## config.mk

```make
export PLATFORM = sky130hd
export DESIGN_NAME = alu_issue_ctrl_flat
export DESIGN_NICKNAME = d
export VERILOG_FILES = /design/src/rtl/alu_pkg.sv /design/src/rtl/alu_issue_ctrl_if.sv /design/src/rtl/alu_issue_ctrl.sv /design/src/flat_wrapper.sv
export SDC_FILE = /design/constraint.sdc
export NUM_CORES = 1
export LEC_CHECK = 0
export ABC_AREA = 1
export CAP_MARGIN = 20
export CORE_MARGIN = 5
export CORE_UTILIZATION = 46
export CTS_CLUSTER_DIAMETER = 100
export DETAILED_ROUTE_END_ITERATION = 12
export GPL_TIMING_DRIVEN = 0
export PLACE_DENSITY = 0.83
export SLEW_MARGIN = 20
export SYNTH_ARGS = -nofsm -noshare
export SYNTH_HDL_FRONTEND = slang
export SYNTH_SLANG_ARGS = --single-unit
```

## constraint.sdc

```tcl
create_clock -name clk -period 1.4 [get_ports clk]
set_clock_uncertainty 0.15 [all_clocks]
set_input_delay 0.14 -clock clk [delete_from_list [all_inputs] [get_ports clk]]
set_output_delay 0.14 -clock clk [all_outputs]
set_load 0.05 [all_outputs]
```

## src/rtl/alu_pkg.sv

```systemverilog
// Shared definitions for the 4-bit ALU issue path.
//   - NIB      : ALU slice width (fixed at 4)
//   - alu_op_e : ALU operation encodings as seen on s_op
//   - state_e  : issue controller FSM states
package alu_pkg;

  localparam int NIB = 4;

  typedef enum logic [1:0] {
    OP_NAND = 2'b00,
    OP_NOR  = 2'b01,
    OP_ADD  = 2'b10,
    OP_SUB  = 2'b11
  } alu_op_e;

  typedef enum logic [1:0] {
    IDLE,
    PASS,
    RESP
  } state_e;

  // ADD and SUB are the only ops whose carry means anything.
  function automatic logic is_arith(alu_op_e op);
    return op[1];
  endfunction

endpackage

```

## src/rtl/alu_issue_ctrl_if.sv

```systemverilog
// Bundle of the issue controller's handshake and ALU-operand signals.
//   cmd_* : command channel (valid/ready), operands are 4*NPASS bits
//   alu_* : nibble-wide operand bus to the combinational alu_4bit
//   rsp_* : response channel (valid/ready)
// modport master : the controller's view (drives cmd_ready, alu_*, rsp_*)
// modport slave  : the surrounding logic's view (drives cmd_*, alu_z/cout, rsp_ready)
interface alu_issue_ctrl_if #(
  parameter int NPASS = 2
);
  import alu_pkg::*;

  logic                   cmd_valid;
  logic                   cmd_ready;
  logic [1:0]             cmd_op;
  logic                   cmd_wide;
  logic [NIB*NPASS-1:0]   cmd_a;
  logic [NIB*NPASS-1:0]   cmd_b;
  logic                   cmd_cin;

  logic [NIB-1:0]         alu_a;
  logic [NIB-1:0]         alu_b;
  logic                   alu_cin;
  logic [1:0]             alu_s_op;
  logic [NIB-1:0]         alu_z;
  logic                   alu_cout;

  logic                   rsp_valid;
  logic                   rsp_ready;
  logic [NIB*NPASS-1:0]   rsp_z;
  logic                   rsp_cout;

  modport master (
    input  cmd_valid, cmd_op, cmd_wide, cmd_a, cmd_b, cmd_cin,
    input  alu_z, alu_cout, rsp_ready,
    output cmd_ready, alu_a, alu_b, alu_cin, alu_s_op,
    output rsp_valid, rsp_z, rsp_cout
  );

  modport slave (
    output cmd_valid, cmd_op, cmd_wide, cmd_a, cmd_b, cmd_cin,
    output alu_z, alu_cout, rsp_ready,
    input  cmd_ready, alu_a, alu_b, alu_cin, alu_s_op,
    input  rsp_valid, rsp_z, rsp_cout
  );

endinterface

```

## src/rtl/alu_issue_ctrl.sv

```systemverilog
// Initiator side of the 4-bit ALU operand interface.
// Accepts a command, walks the operands through the ALU one nibble per cycle
// (chaining the carry for ADD/SUB), collects the result and returns it on the
// response channel. One command outstanding at a time.
//   clk   : system clock, rising edge
//   rst_n : synchronous active-low reset; aborts any command in flight
//   bus   : alu_issue_ctrl_if.master (cmd_*, alu_*, rsp_*)
module alu_issue_ctrl
  import alu_pkg::*;
#(
  parameter int NPASS = 2
) (
  input  logic              clk,
  input  logic              rst_n,
  alu_issue_ctrl_if.master  bus
);

  localparam int                CNT_W     = (NPASS > 1) ? $clog2(NPASS) : 1;
  localparam logic [CNT_W-1:0]  LAST_PASS = CNT_W'(NPASS - 1);

  state_e                     state, state_nxt;
  logic [CNT_W-1:0]           cnt;
  logic [CNT_W-1:0]           cnt_inc;
  alu_op_e                    op_q;
  logic                       wide_q;
  logic [NPASS-1:0][NIB-1:0]  a_q, b_q, res_q;
  logic                       more_passes;

  assign cnt_inc     = cnt + CNT_W'(1);
  assign more_passes = wide_q && (cnt != LAST_PASS);
  assign bus.rsp_z   = res_q;

  // NOTE: sequential state uses non-blocking assignments so every flop
  // samples pre-edge values regardless of block ordering.
  always_ff @(posedge clk) begin
    if (!rst_n) state <= IDLE;
    else        state <= state_nxt;
  end

  always_comb begin
    state_nxt     = state;
    bus.cmd_ready = 1'b0;
    bus.rsp_valid = 1'b0;
    unique case (state)
      IDLE: begin
        bus.cmd_ready = 1'b1;
        if (bus.cmd_valid) state_nxt = PASS;
      end
      PASS: begin
        if (!more_passes) state_nxt = RESP;
      end
      RESP: begin
        bus.rsp_valid = 1'b1;
        if (bus.rsp_ready) state_nxt = IDLE;
      end
      default: state_nxt = IDLE;
    endcase
  end

  // Datapath. alu_* are registered, so the ALU result for the nibble driven
  // at one edge is sampled at the next edge while in PASS.
  always_ff @(posedge clk) begin
    if (!rst_n) begin
      // NOTE: the result/operand stores are a handful of flops, not a RAM,
      // so they are reset; rsp_z must read 0 out of reset.
      cnt          <= '0;
      op_q         <= OP_NAND;
      wide_q       <= 1'b0;
      a_q          <= '0;
      b_q          <= '0;
      res_q        <= '0;
      bus.alu_a    <= '0;
      bus.alu_b    <= '0;
      bus.alu_cin  <= 1'b0;
      bus.alu_s_op <= '0;
      bus.rsp_cout <= 1'b0;
    end else begin
      unique case (state)
        IDLE: begin
          if (bus.cmd_valid) begin
            op_q         <= alu_op_e'(bus.cmd_op);
            wide_q       <= bus.cmd_wide;
            a_q          <= bus.cmd_a;
            b_q          <= bus.cmd_b;
            res_q        <= '0;  // narrow results leave the upper nibbles at 0
            cnt          <= '0;
            bus.alu_a    <= bus.cmd_a[NIB-1:0];
            bus.alu_b    <= bus.cmd_b[NIB-1:0];
            bus.alu_s_op <= bus.cmd_op;
            unique case (alu_op_e'(bus.cmd_op))
              OP_ADD:  bus.alu_cin <= bus.cmd_cin;
              OP_SUB:  bus.alu_cin <= 1'b1;  // a + ~b + 1 = a - b
              default: bus.alu_cin <= 1'b0;
            endcase
          end
        end
        PASS: begin
          res_q[cnt] <= bus.alu_z;
          if (more_passes) begin
            cnt         <= cnt_inc;
            bus.alu_a   <= a_q[cnt_inc];
            bus.alu_b   <= b_q[cnt_inc];
            // alu_cin doubles as the chain-carry register between passes.
            bus.alu_cin <= is_arith(op_q) ? bus.alu_cout : 1'b0;
          end else begin
            bus.rsp_cout <= is_arith(op_q) ? bus.alu_cout : 1'b0;
          end
        end
        default: ;
      endcase
    end
  end

endmodule

```

## src/flat_wrapper.sv

```systemverilog
// flat-port wrapper written by rule: the top's interface ports become plain ports
module alu_issue_ctrl_flat import alu_pkg::*;
#(
  parameter int NPASS = 2
)
  (clk, rst_n, bus_cmd_valid, bus_cmd_op, bus_cmd_wide, bus_cmd_a, bus_cmd_b, bus_cmd_cin, bus_alu_z, bus_alu_cout, bus_rsp_ready, bus_cmd_ready, bus_alu_a, bus_alu_b, bus_alu_cin, bus_alu_s_op, bus_rsp_valid, bus_rsp_z, bus_rsp_cout);
  alu_issue_ctrl_if #(.NPASS(NPASS)) bus_i ();
  input  logic clk;
  input  logic rst_n;
  input wire logic [$bits(bus_i.cmd_valid)-1:0] bus_cmd_valid;
  input wire logic [$bits(bus_i.cmd_op)-1:0] bus_cmd_op;
  input wire logic [$bits(bus_i.cmd_wide)-1:0] bus_cmd_wide;
  input wire logic [$bits(bus_i.cmd_a)-1:0] bus_cmd_a;
  input wire logic [$bits(bus_i.cmd_b)-1:0] bus_cmd_b;
  input wire logic [$bits(bus_i.cmd_cin)-1:0] bus_cmd_cin;
  input wire logic [$bits(bus_i.alu_z)-1:0] bus_alu_z;
  input wire logic [$bits(bus_i.alu_cout)-1:0] bus_alu_cout;
  input wire logic [$bits(bus_i.rsp_ready)-1:0] bus_rsp_ready;
  output wire logic [$bits(bus_i.cmd_ready)-1:0] bus_cmd_ready;
  output wire logic [$bits(bus_i.alu_a)-1:0] bus_alu_a;
  output wire logic [$bits(bus_i.alu_b)-1:0] bus_alu_b;
  output wire logic [$bits(bus_i.alu_cin)-1:0] bus_alu_cin;
  output wire logic [$bits(bus_i.alu_s_op)-1:0] bus_alu_s_op;
  output wire logic [$bits(bus_i.rsp_valid)-1:0] bus_rsp_valid;
  output wire logic [$bits(bus_i.rsp_z)-1:0] bus_rsp_z;
  output wire logic [$bits(bus_i.rsp_cout)-1:0] bus_rsp_cout;
  assign bus_i.cmd_valid = bus_cmd_valid;
  assign bus_i.cmd_op = bus_cmd_op;
  assign bus_i.cmd_wide = bus_cmd_wide;
  assign bus_i.cmd_a = bus_cmd_a;
  assign bus_i.cmd_b = bus_cmd_b;
  assign bus_i.cmd_cin = bus_cmd_cin;
  assign bus_i.alu_z = bus_alu_z;
  assign bus_i.alu_cout = bus_alu_cout;
  assign bus_i.rsp_ready = bus_rsp_ready;
  assign bus_cmd_ready = bus_i.cmd_ready;
  assign bus_alu_a = bus_i.alu_a;
  assign bus_alu_b = bus_i.alu_b;
  assign bus_alu_cin = bus_i.alu_cin;
  assign bus_alu_s_op = bus_i.alu_s_op;
  assign bus_rsp_valid = bus_i.rsp_valid;
  assign bus_rsp_z = bus_i.rsp_z;
  assign bus_rsp_cout = bus_i.rsp_cout;
  alu_issue_ctrl #(.NPASS(NPASS)) u_core (.clk(clk), .rst_n(rst_n), .bus(bus_i));
endmodule
```

=== Word level (Yosys, flattened, before mapping) ===
Cells that the tools add are included.

* Mux-type cells: 29
* Bitwise gates (word level): 2
* Reduce and logical (&&, ||, !) cells: 9
* $add $sub $neg: 1
* Equality and inequality tests: 8
* Order comparisons: 3

{| class="wikitable"
|+ Operators by type and width
! operator !! number
|-
| $mux 4 || 9
|-
| $pmux 4 s2 || 2
|-
| $pmux 8 s2 || 1
|-
| $bwmux 8 || 1
|-
| $mux 8 || 1
|-
| $mux 1 || 7
|-
| $eq 2x2->1 const B || 3
|-
| $mux 2 || 3
|-
| $ne 2x2->1 const B || 3
|-
| $pmux 1 s2 || 3
|-
| $pmux 2 s3 || 1
|-
| $reduce_and 2->1 || 3
|-
| $reduce_and 3->1 || 2
|-
| $demux 4 s1 || 1
|-
| $lt 1x2->1 const B || 2
|-
| $eq 2x1->1 const B || 1
|-
| $logic_and 1x1->1 || 2
|-
| $logic_not 2->1 || 1
|-
| $ne 2x1->1 const B || 1
|-
| $not 1->1 || 2
|-
| $reduce_bool 2->1 || 1
|-
| $add 1x1->1 const B || 1
|-
| $ge 1x1->1 const B || 1
|}

* Logic and storage cells: 66
* Output and inout port bits: 22
* Register bits after elaboration: 40

=== Longest topological paths before layout ===
Gate-level depths: netlist (run 1).

* Word-level depth: 6
* Depth in mapped cells: 8

=== Worst setup path before layout (run 1) ===
OpenSTA, ideal clock, no wires.

* Path kind: register to register
* Start point: register u_core.state[1]
* End point: register u_core.b_q[2] (netlist name)
* Cell stages (with the launch flop): 7
* Arrival: 1.394 ns
* Required time: 1.137 ns
* Path slack: -0.256 ns
* Library setup time: 0.113 ns
* Clock period less this slack: 1.656 ns
* Cell sequence: dfxtp_1 -> nor2_2 -> nand2_2 -> buf_6 -> buf_6 -> o21ai_2 -> nor2_1

* Longest elaborated chain between the ends: 2

{| class="wikitable"
|+ Ends and longest elaborated chain
! what !! RTL line !! source
|-
| from (decl) || alu_issue_ctrl.sv:21 || <nowiki>state_e state, state_nxt;</nowiki>
|-
| from (signal assigned) || alu_issue_ctrl.sv:37 || <nowiki>else state <= state_nxt;</nowiki>
|-
| $logic_not 2->1 || alu_issue_ctrl.sv:78 || <nowiki>unique case (state)</nowiki>
|-
| $reduce_and 2->1 (no source line) || - ||
|-
| to (signal assigned) || alu_issue_ctrl.sv:84 || <nowiki>b_q <= bus.cmd_b;</nowiki>
|-
| to (decl) || alu_issue_ctrl.sv:26 || <nowiki>logic [NPASS-1:0][NIB-1:0] a_q, b_q, res_q;</nowiki>
|}

No other way between the ends.
A chain may end at the register's enable or synchronous reset.

=== Worst setup path in the final report (run 1) ===
* Start point: register u_core.cnt
* End point: register u_core.bus.alu_b[3]

* Longest elaborated chain between the ends: 5
* Elaborated cells between the ends (all ways): 9
* Those cells by class: add/sub: 1; eq/ne: 1; mux: 4; bitwise: 1; reduce/logical: 2

{| class="wikitable"
|+ Ends and longest elaborated chain
! what !! RTL line !! source
|-
| from (decl) || alu_issue_ctrl.sv:22 || <nowiki>logic [CNT_W-1:0] cnt;</nowiki>
|-
| from (signal assigned) || alu_issue_ctrl.sv:100 || <nowiki>cnt <= cnt_inc;</nowiki>
|-
| $add 1x1->1 || alu_issue_ctrl.sv:29 || <nowiki>assign cnt_inc = cnt + CNT_W'(1);</nowiki>
|-
| $mux 4 (implied by the code) (2 in series) || alu_issue_ctrl.sv:102 || <nowiki>bus.alu_b <= b_q[cnt_inc];</nowiki>
|-
| $mux 4 || alu_issue_ctrl.sv:99 || <nowiki>if (more_passes) begin</nowiki>
|-
| $pmux 4 s2 || alu_issue_ctrl.sv:78 ||
|-
| to (signal assigned) || alu_issue_ctrl.sv:88 || <nowiki>bus.alu_b <= bus.cmd_b[NIB-1:0];</nowiki>
|-
| to (signal assigned) || alu_issue_ctrl.sv:102 ||
|-
| to (decl) || alu_issue_ctrl_if.sv:35 || <nowiki>output cmd_ready, alu_a, alu_b, alu_cin, alu_s_op,</nowiki>
|}

Several ways; a longest one is shown, not always the timed one. The select of a mux whose other input is x is not followed.

==> results of run 1 <==
## metal layers
metal | track usage, % | vias up
met4 | 10.64 | 0
li1 | - | 865
met2 | 27.86 | 41
met5 | 0 | -
met1 | 20.53 | 718
met3 | 5.036 | 7
## worst max-delay path: cells and delay by family, from the launching register on
| kind | cells | cell delay (ns) |
|---|---|---|
| simple gates | 5 | 0.49 |
| buf+inv | 2 | 0.31 |
| flops | 1 | 0.32 |
## how the worst max path moves through the flow
stage                         start                  end  slack (ns)  cells past startpoint
floorplan           u_core.state[0]        u_core.b_q[2]       -0.04                      6
global placement    u_core.state[1]        bus_rsp_valid       -0.32                      3
detailed placement  u_core.state[1]        bus_rsp_valid       -0.32                      3
CTS                 u_core.state[1]        bus_rsp_valid        0.04                      3
global route        u_core.state[0]  u_core.bus.alu_b[2]       -0.04                      7
finish                   u_core.cnt  u_core.bus.alu_b[3]        0.03                      7
## stage by stage
step                      TNS [ns]  std cells  power, W  setup WS, ns  hold slack, ns
after CTS                        0        345  0.002733       0.03532         0.06779
after global placement     -0.5605        337  0.001956       -0.3175          0.2886
after detailed placement   -0.6386        337  0.001964       -0.3191          0.2939
final                            0        347  0.002746       0.03020         0.06793
after global routing       -0.2208        347  0.002884      -0.04331          0.1042
after floorplan            -0.1534        240  0.001726      -0.03788          0.1240
## cell usage in the layout, fill, tap and decap left out, drive strengths merged
master | netlist | layout
clkinvlp | 0 | 1
nor2 | 43 | 43
clkbuf | 3 | 11
dfxtp | 40 | 40
a21oi | 21 | 21
buf | 9 | 13
nand2 | 65 | 65
clkdlybuf4s15 | 0 | 20
inv | 22 | 21
nand3 | 3 | 3
clkdlybuf4s50 | 0 | 27
o21ai | 34 | 34
## report_power, final
group          switching [W]  total, W  internal [W]
sequential         0.0000471   0.00128       0.00123
clock               0.000392  0.000794      0.000402
combinational       0.000419  0.000674      0.000255
## kinds of logic (layout without fill, tap and decap cells)
kind of cell    after synthesis  after routing  share of synthesized area [%]
buf+inv                      34             93                          9.693
simple gates                111            111                          25.95
flops                        40             40                          47.73
compound gates               55             55                          16.63
## cell type report
| type | instances | area [sq um] | share of cell area [%] |
|---|---|---|---|
| repair buffers | 51 | 526.8 | 21.92 |
| well taps | 48 | 60.06 | 2.499 |
| plain buffers | 12 | 86.33 | 3.592 |
| multi-input cells | 166 | 744.5 | 30.97 |
| flip-flops and latches | 40 | 807.0 | 33.58 |
| clock buffers | 8 | 90.09 | 3.748 |
| inverters | 22 | 88.84 | 3.696 |
## flip-flops by register name, indices dropped and copies added (netlist names)
name	count
u_core.bus.rsp_cout	1
u_core.cnt	1
u_core.state	2
u_core.b_q	8
u_core.bus.alu_a	4
u_core.bus.rsp_z	8
u_core.bus.alu_cin	1
u_core.a_q	8
u_core.bus.alu_s_op	2
u_core.bus.alu_b	4
u_core.wide_q	1
## timing repair
item | in CTS | in global routing
endpoints found under the setup margin | 22 | 14
resized for setup | 72 | 16
buffers inserted | 0 | 2
pin swaps | 0 | 8
==> results.yml, run 1 <==
place:
  placed_area_sq_um: 2237
  io_buffers: 49
  place.gp.congestion: 0.8474
  dpl.hpwl_microns: 2926
synthesis:
  syn-num-nets: 269
  synth_area_per_cell_sq_um: 6.991
  syn-cell-area_sq_um: 1678
  syn_inst: 240
  synth-edff-count: 0
  synthDistinctLibCells: 19
  synth.most_common_cell: "nand2_1"
  synthTopCellsByArea: "dfxtp_1 48%, nand2_1 14%, nor2_1 9.2%, o21ai_0 7.2%, a21oi_1 6.3%"
  seq_area_frac_synth_pct: 47.73
  synth_ff_type: "dfxtp_1"
  synth_warnings: 0
  synth_top_area_share_pct: 47.73
  ys_ff_latch: 40
  synth_commonest_cells: "63 x nand2_1, 41 x nor2_1, 40 x dfxtp_1"
  async_reset_ff_share_pct: 0
  yosysTopAreaCell: "dfxtp_1"
setup_path:
  cp.arrival_ns: 1.41
  path_max_fanout: 10
  r2r_slack_ns: 0.03
  worstPathCellList: "buf_6 > nor2_4 > nand2_2 > nand2_4 > clkinvlp_4 > nor2_2 > nor2_1"
  cp.required_ns: 1.44
  setup.worst_path.end_class: "flop"
  crit_path_top_delay_cell: "dfxtp_2"
  critPathKind: "flop to flop"
  cp-start-kind: "flop"
  cpPeakStageDelay_ns: 0.32
  r2r_start: "u_core.cnt"
  worstRegToRegCells: 7
  r2r-end: "u_core.bus.alu_b[3]"
sta:
  rsz0062_at_grt: "yes"
  hold_viol: 0
  min_period_ns: 1.370
  setup_viol: 0
  clock.fmax_mhz: 730.0
  finalCritPeriodShare_pct: 97.84
  worst_pin_slew_ns: 0.4336
  slew_headroom_pct: 71.10
  drv_slew: 0
drt:
  wirelength_microns: 4161
  top_layer_used: "met4"
  wl_met3_microns: 243
  drc: 0
  vias_per_cell: 4.700
  avgRoutedWirePerCell_microns: 11.99
  met2_wirelength_microns: 1962
  drt_iter0_drc: 83
  dr.pass1.iters: 4
  wl_met1_microns: 1894
  final_antenna_net_count: 0
  vias: 1631
final_layout:
  final_layout_size_suffix_gt1_share_pct: 19.06
  utilization_pct: 66.66
  fillers: 330
  stdcell_area_sq_um: 2404
  diodes: 0
  syn_to_final_growth_pct: 43.25
  fin_nets: 327
die:
  die_area_sq_um: 4955
  start_util_pct: 46.53
  die_h_microns: 70.40
  row_count: 22
  die_w_microns: 70.40
  ioPinCount: 51
  core_area_sq_um: 3606
global_route:
  grt.total_usage_pct: 17.49
  gr-total-overflow: 0
  grt_max_degree: 12
  grt_pass1_wl_microns: 6886
  grt_pass1_vias: 1607
  antenna_found_initial: 0
power:
  cellPowerDensity_nw_per_um2: 1143
  ir_drop_mv: 0.7066
  total_leakage_power_nw: 1.002
clocking:
  clkLatencyLatePin_ns: 0.30
  cts.htree.levels: 2
  cts_inserted_buffers: 5
  cts-root-buf: "clkbuf_8"
  cts_tree: "done"
  clk_pin_slew_ns: 0.07
  hold_buffers: 0
  clockBufferDepth: 2
  cts_sinks: 40
status:
  status: "completed"
flow_run:
  maxCapViolCount: 0
worst_hold_path:
  worstHoldStart: "rst_n"
  min_to: "u_core.a_q[7]"
  holdPathStages: 3
  worstHoldPathType: "primary input to flop"
No activity file was read; power rests on OpenSTA's default activity.
==> run 2: changes to the inputs <==
clock period = 1.5 ns   (was 1.4 ns; I/O delays follow)
==> run 2 against run 1 <==
  * Via count is 1.2% higher
  * Register-to-register slack gained 0.07 ns
  * Routed wire length decreased by 1.4%
  * Count of clock-buffer cells in the layout decreased by 3
==> results.yml, run 2 (synthesis results as in run 1) <==
status:
  status: "completed"
sta:
  setup_viol: 0
  hold_viol: 0
  rsz0062_at_grt: "yes"
  worst_pin_slew_ns: 0.4924
  drv_slew: 0
  min_period_ns: 1.456
  finalCritPeriodShare_pct: 97.09
  whs_ns: 0.07565
  clock.fmax_mhz: 686.6
  slew_headroom_pct: 67.30
global_route:
  gr-total-overflow: 0
  antenna_found_initial: 0
  grt_max_degree: 14
  grt_pass1_vias: 1593
  grt.total_usage_pct: 17.23
  grt_pass1_wl_microns: 6865
setup_path:
  worstPathCellList: "dlygate4sd2_1"
  path_max_fanout: 2
  path_delay_family: "buffers and inverters"
  crit_buf_inv: 1
  worstRegToRegCells: 6
  crit_path_top_delay_cell: "dlygate4sd2_1"
  cp.depth: 1
  setup.worst_path.end_class: "primary output"
  cp.arrival_ns: 1.16
  critPathKind: "flop to primary output"
  cpPeakStageDelay_ns: 0.53
  cp.required_ns: 1.20
  cp-start-kind: "flop"
final_layout:
  diodes: 0
  fin_cells: 345
  fin_nets: 325
  final_cell_mix: "63 x nand2_1, 40 x nor2_1, 40 x dfxtp_1, 27 x clkdlybuf4s50_1, 24 x o21ai_0"
  syn_to_final_growth_pct: 38.55
  final_common_cell: "nand2_1"
  final_layout_size_suffix_gt1_share_pct: 9.764
die:
  ioPinCount: 51
  die_h_microns: 70.40
  start_util_pct: 46.53
  core_area_sq_um: 3606
  die_area_sq_um: 4955
  row_count: 22
  die_w_microns: 70.40
worst_hold_path:
  worstHoldPathType: "primary input to flop"
  holdPathStages: 3
clocking:
  hold_buffers: 0
  postCtsSetupRepairBufs: 0
  cts_tree: "done"
  cts_sinks: 40
  cts.htree.levels: 2
  clk_pin_slew_ns: 0.08
  cts.repair.resized: 29
  clockBufferDepth: 2
  cts-root-buf: "clkbuf_8"
  clkLatencyLatePin_ns: 0.29
  cts_inserted_buffers: 5
power:
  pwr-share-seq_pct: 44.8
  combPwrFrac_pct: 22.4
  cellPowerDensity_nw_per_um2: 1143
  p_sw_w: 0.0008020
  p_sw_share_pct: 30.17
  intPower_w: 0.001856
  clockPowerShare_pct: 32.8
  ir_drop_mv: 0.7028
  total_leakage_power_nw: 1.037
drt:
  vias: 1651
  avgRoutedWirePerCell_microns: 11.89
  dr.pass1.iters: 4
  drc: 0
  vias_per_cell: 4.786
  final_antenna_net_count: 0
  wirelength_microns: 4101
  drt_iter0_drc: 95
place:
  place.gp.congestion: 0.8661
  io_buffers: 49
  dp.cells: 337
  dpl.hpwl_microns: 2998
flow_run:
  maxCapViolCount: 0
[run 2: cell types whose count changed in the layout (fill, tap and decap cells not counted), sizes merged, moves of 2 or more]
cell,before,now
clkbuf,11,9
buf,13,11
dlygate4sd2,0,8
clkdlybuf4s15,20,11
[run 2: layout make-up]
| class | instances | area, sq um |
|---|---|---|
| inverters | 22 | 82.58 |
| multi-input cells | 166 | 721.9 |
| fillers | 339 | 1281 |
| plain buffers | 12 | 80.08 |
| flip-flops and latches | 40 | 800.8 |
| repair buffers | 49 | 467.9 |
| well taps | 48 | 60.06 |
| clock inverters | 3 | 42.54 |
| clock buffers | 5 | 68.82 |
[run 2: path summary, 6_finish.rpt]
check | startpoint | to | slack (ns)
hold reg to reg | u_core.b_q[6] | u_core.b_q[6] | 0.30
setup / recovery | u_core.bus.rsp_cout | bus_rsp_cout | 0.04
setup reg to reg | u_core.state[1] | u_core.bus.alu_b[0] | 0.10
hold / removal | rst_n | u_core.a_q[5] | 0.08
[run 2: power groups by stage]
| stage | Combinational, W | Clock [W] | Sequential [W] |
|---|---|---|---|
| CTS | 0.000594 | 0.000885 | 0.00119 |
| global route | 0.000655 | 0.000955 | 0.00120 |
| global placement | 0.000611 | 0 | 0.00121 |
| finish | 0.000595 | 0.000871 | 0.00119 |
| detailed placement | 0.000618 | 0 | 0.00122 |
| floorplan | 0.000268 | 0 | 0.00134 |
[run 2: metrics by stage]
step / util, % / area (sq um) / setup TNS (ns) / setup slack (ns) / power (W)
floorplan: - / 1685 / 0 / 0.03386 / 0.001610
global placement: 62.01 / 2236 / -0.3151 / -0.2269 / 0.001824
detailed placement: 62.01 / 2236 / -0.3318 / -0.2383 / 0.001833
CTS: 64.37 / 2321 / 0 / 0.001901 / 0.002669
global route: 64.47 / 2325 / -0.003548 / -0.003398 / 0.002814
finish: 64.47 / 2325 / 0 / 0.04361 / 0.002658
[run 2: metal layers]
| metal | up-vias | wire length, microns | GRT usage, % |
|---|---|---|---|
| met5 | - | 0 | 0 |
| met4 | 0 | 72 | 7.660 |
| met1 | 744 | 1851 | 21.46 |
| li1 | 860 | - | - |
| met3 | 8 | 245 | 4.748 |
| met2 | 39 | 1931 | 27.55 |
==> run 3: changes to the inputs <==
ABC_AREA = unset   (was 1)
CORE_UTILIZATION = 47   (was 46)
SLEW_MARGIN = 5   (was 20)
==> run 3 against run 2 <==
  * The run now ends with setup timing left
  * Via count rose by 12%
  * Clock power rose by 12%
  * Maximum frequency down 6.4%
  * Utilization increased by 12 points
  * Routed wire length increased by 45%
  * Global-route usage rose by 4.0 points
  * Sequential power hardly changed
  * Sequential share of layout area down 5.4 points
  * Final cell count down 7.0%
  * Count of clock-buffer cells in the layout up 2
  * Critical path depth up 4
  * Sequential cell count unchanged
  * Highest routed layer unchanged
==> results.yml, run 3 <==
sta:
  hold_viol: 0
  min_period_ns: 1.557
  whs_ns: 0.1064
  finalSetupTns_ns: -0.3607
  drv_slew: 0
  slew_headroom_pct: 58.05
  rsz0062_at_grt: "yes"
  worst_pin_slew_ns: 0.6293
  clock.fmax_mhz: 642.4
  setup_viol: 11
  setup_ws_ns: -0.05663
  finalCritPeriodShare_pct: 103.8
global_route:
  grtUsageMet1_pct: 25.67
  gr-total-overflow: 0
  grt_pass1_vias: 1786
  grt_busiest_layer: "met2"
  grt_max_degree: 13
  met3_usage_pct: 6.031
  antenna_found_initial: 0
  grt.total_usage_pct: 21.20
  grt_pass1_wl_microns: 8404
  met2_usage_pct: 34.80
clocking:
  cts_sinks: 40
  cts_tree: "done"
  cts.htree.levels: 2
  clkLatencyLatePin_ns: 0.30
  clk_pin_slew_ns: 0.08
  cts_inserted_buffers: 5
  cts-root-buf: "clkbuf_8"
  clockBufferDepth: 2
place:
  pre_cts_ws_ns: -0.2204
  io_buffers: 49
  placed_area_sq_um: 2318
  dpl.hpwl_microns: 3193
  place.gp.congestion: 0.7567
synthesis:
  synthTopCellsByArea: "dfxtp_1 45%, nand2_1 11%, a21boi_0 7.7%, a21boi_1 4.3%, o32ai_1 4.0%"
  syn-num-nets: 232
  seq_area_frac_synth_pct: 45.36
  synth_ff_type: "dfxtp_1"
  synth_commonest_cells: "50 x nand2_1, 40 x dfxtp_1, 18 x a21boi_0"
  synth_warnings: 0
  ys_ff_latch: 40
  synth_top_area_share_pct: 45.36
  synthDistinctLibCells: 32
  syn-cell-area_sq_um: 1765
  syn_inst: 203
  async_reset_ff_share_pct: 0
  yosysTopAreaCell: "dfxtp_1"
  synth.most_common_cell: "nand2_1"
  synth-edff-count: 0
  synth_area_per_cell_sq_um: 8.697
final_layout:
  final_common_cell: "nand2_1"
  fin_nets: 301
  stdcell_area_sq_um: 2783
  fillers: 240
  diodes: 0
  final_cell_mix: "49 x nand2_1, 37 x dfxtp_1, 27 x clkdlybuf4s50_1, 15 x a21boi_1"
  utilization_pct: 76.01
  final_layout_size_suffix_gt1_share_pct: 25.27
  syn_to_final_growth_pct: 57.62
worst_hold_path:
  holdPathStages: 2
  worstHoldPathType: "primary input to flop"
die:
  core_area_sq_um: 3661
  die_h_microns: 71.29
  start_util_pct: 48.22
  die_area_sq_um: 5082
  row_count: 22
  die_w_microns: 71.29
  ioPinCount: 51
drt:
  dr.pass1.iters: 4
  drt_iter0_drc: 122
  avgRoutedWirePerCell_microns: 18.49
  vias: 1842
  vias_per_cell: 5.738
  drc: 0
  final_antenna_net_count: 0
  wirelength_microns: 5934
setup_path:
  critPathKind: "flop to flop"
  cp.arrival_ns: 1.58
  setup.worst_path.end_class: "flop"
  cp-start-kind: "flop"
  cp.required_ns: 1.53
  worstRegToRegCells: 5
  path_max_fanout: 5
power:
  total_leakage_power_nw: 1.075
  cellPowerDensity_nw_per_um2: 1033
  ir_drop_mv: 0.8419
status:
  status: "finished, violations left"
  violations: "setup timing"
flow_run:
  maxCapViolCount: 0
## run 3: cell count changes after synthesis, moves of 10 or more
cell / change
a21boi_0: +18
a21boi_1: +10
a21oi_1: -20
inv_1: -17
nand2_1: -13
nand3_1: +10
nor2_1: -32
nor2b_1: +11
o21ai_0: -24
## run 3: layout make-up
type	count	area, sq um	area share (%)
inverters	2	7.507	0.2698
multi-input cells	147	1017	36.56
well taps	48	60.06	2.158
clock inverters	1	30.03	1.079
flip-flops and latches	40	809.5	29.09
repair buffers	62	630.6	22.66
plain buffers	14	131.4	4.721
clock buffers	7	96.34	3.462
## run 3: layer usage
metal	vias up	wire (microns)
li1	845	-
met1	891	2320
met2	88	2989
met3	18	447
met4	0	176
met5	-	0
## run 3: power by group
part	internal, W	switching (W)	total, W
combinational	0.000327	0.000399	0.000726
sequential	0.00113	0.0000471	0.00117
clock	0.000587	0.000386	0.000973
total	0.00204	0.000832	0.00287
## run 3: logic make-up (layout without fill, tap and decap cells)
| group | after synthesis | after routing | synth area share [%] |
|---|---|---|---|
| flip-flops | 40 | 40 | 45.36 |
| AND/OR/NAND/NOR | 93 | 93 | 25.09 |
| AO/OA/AOI/OAI | 52 | 54 | 23.18 |
| buffers and inverters | 18 | 86 | 6.378 |
## run 3: repair_timing
item	CTS	global route
hold buffers	0	0
gates cloned	3	3
endpoints found under the setup margin	45	54
pin swaps	2	16
buffers inserted	6	3
gates resized for setup	50	61
## run 3: metrics by stage
step	std cells	power, W
2_1_floorplan	203	0.001535
3_3_place_gp	300	0.001738
3_5_place_dp	300	0.001747
4_1_cts	315	0.002745
5_1_grt	321	0.002972
6_report	321	0.002874
## run 3: path summary, 6_finish.rpt
check                   from             endpoint  slack [ns]
max          u_core.state[0]  u_core.bus.alu_b[0]       -0.06
min                    rst_n        u_core.a_q[3]        0.11
max reg2reg  u_core.state[0]  u_core.bus.alu_b[0]       -0.06
min reg2reg    u_core.b_q[6]        u_core.b_q[6]        0.30
## run 3: worst max-delay path, cell delays in order, from the launching register on
cell and delay [ns]:
dfxtp_4 0.38, or3b_4 0.41, buf_8 0.16, buf_6 0.13, o21ai_4 0.10, o32ai_2 0.11
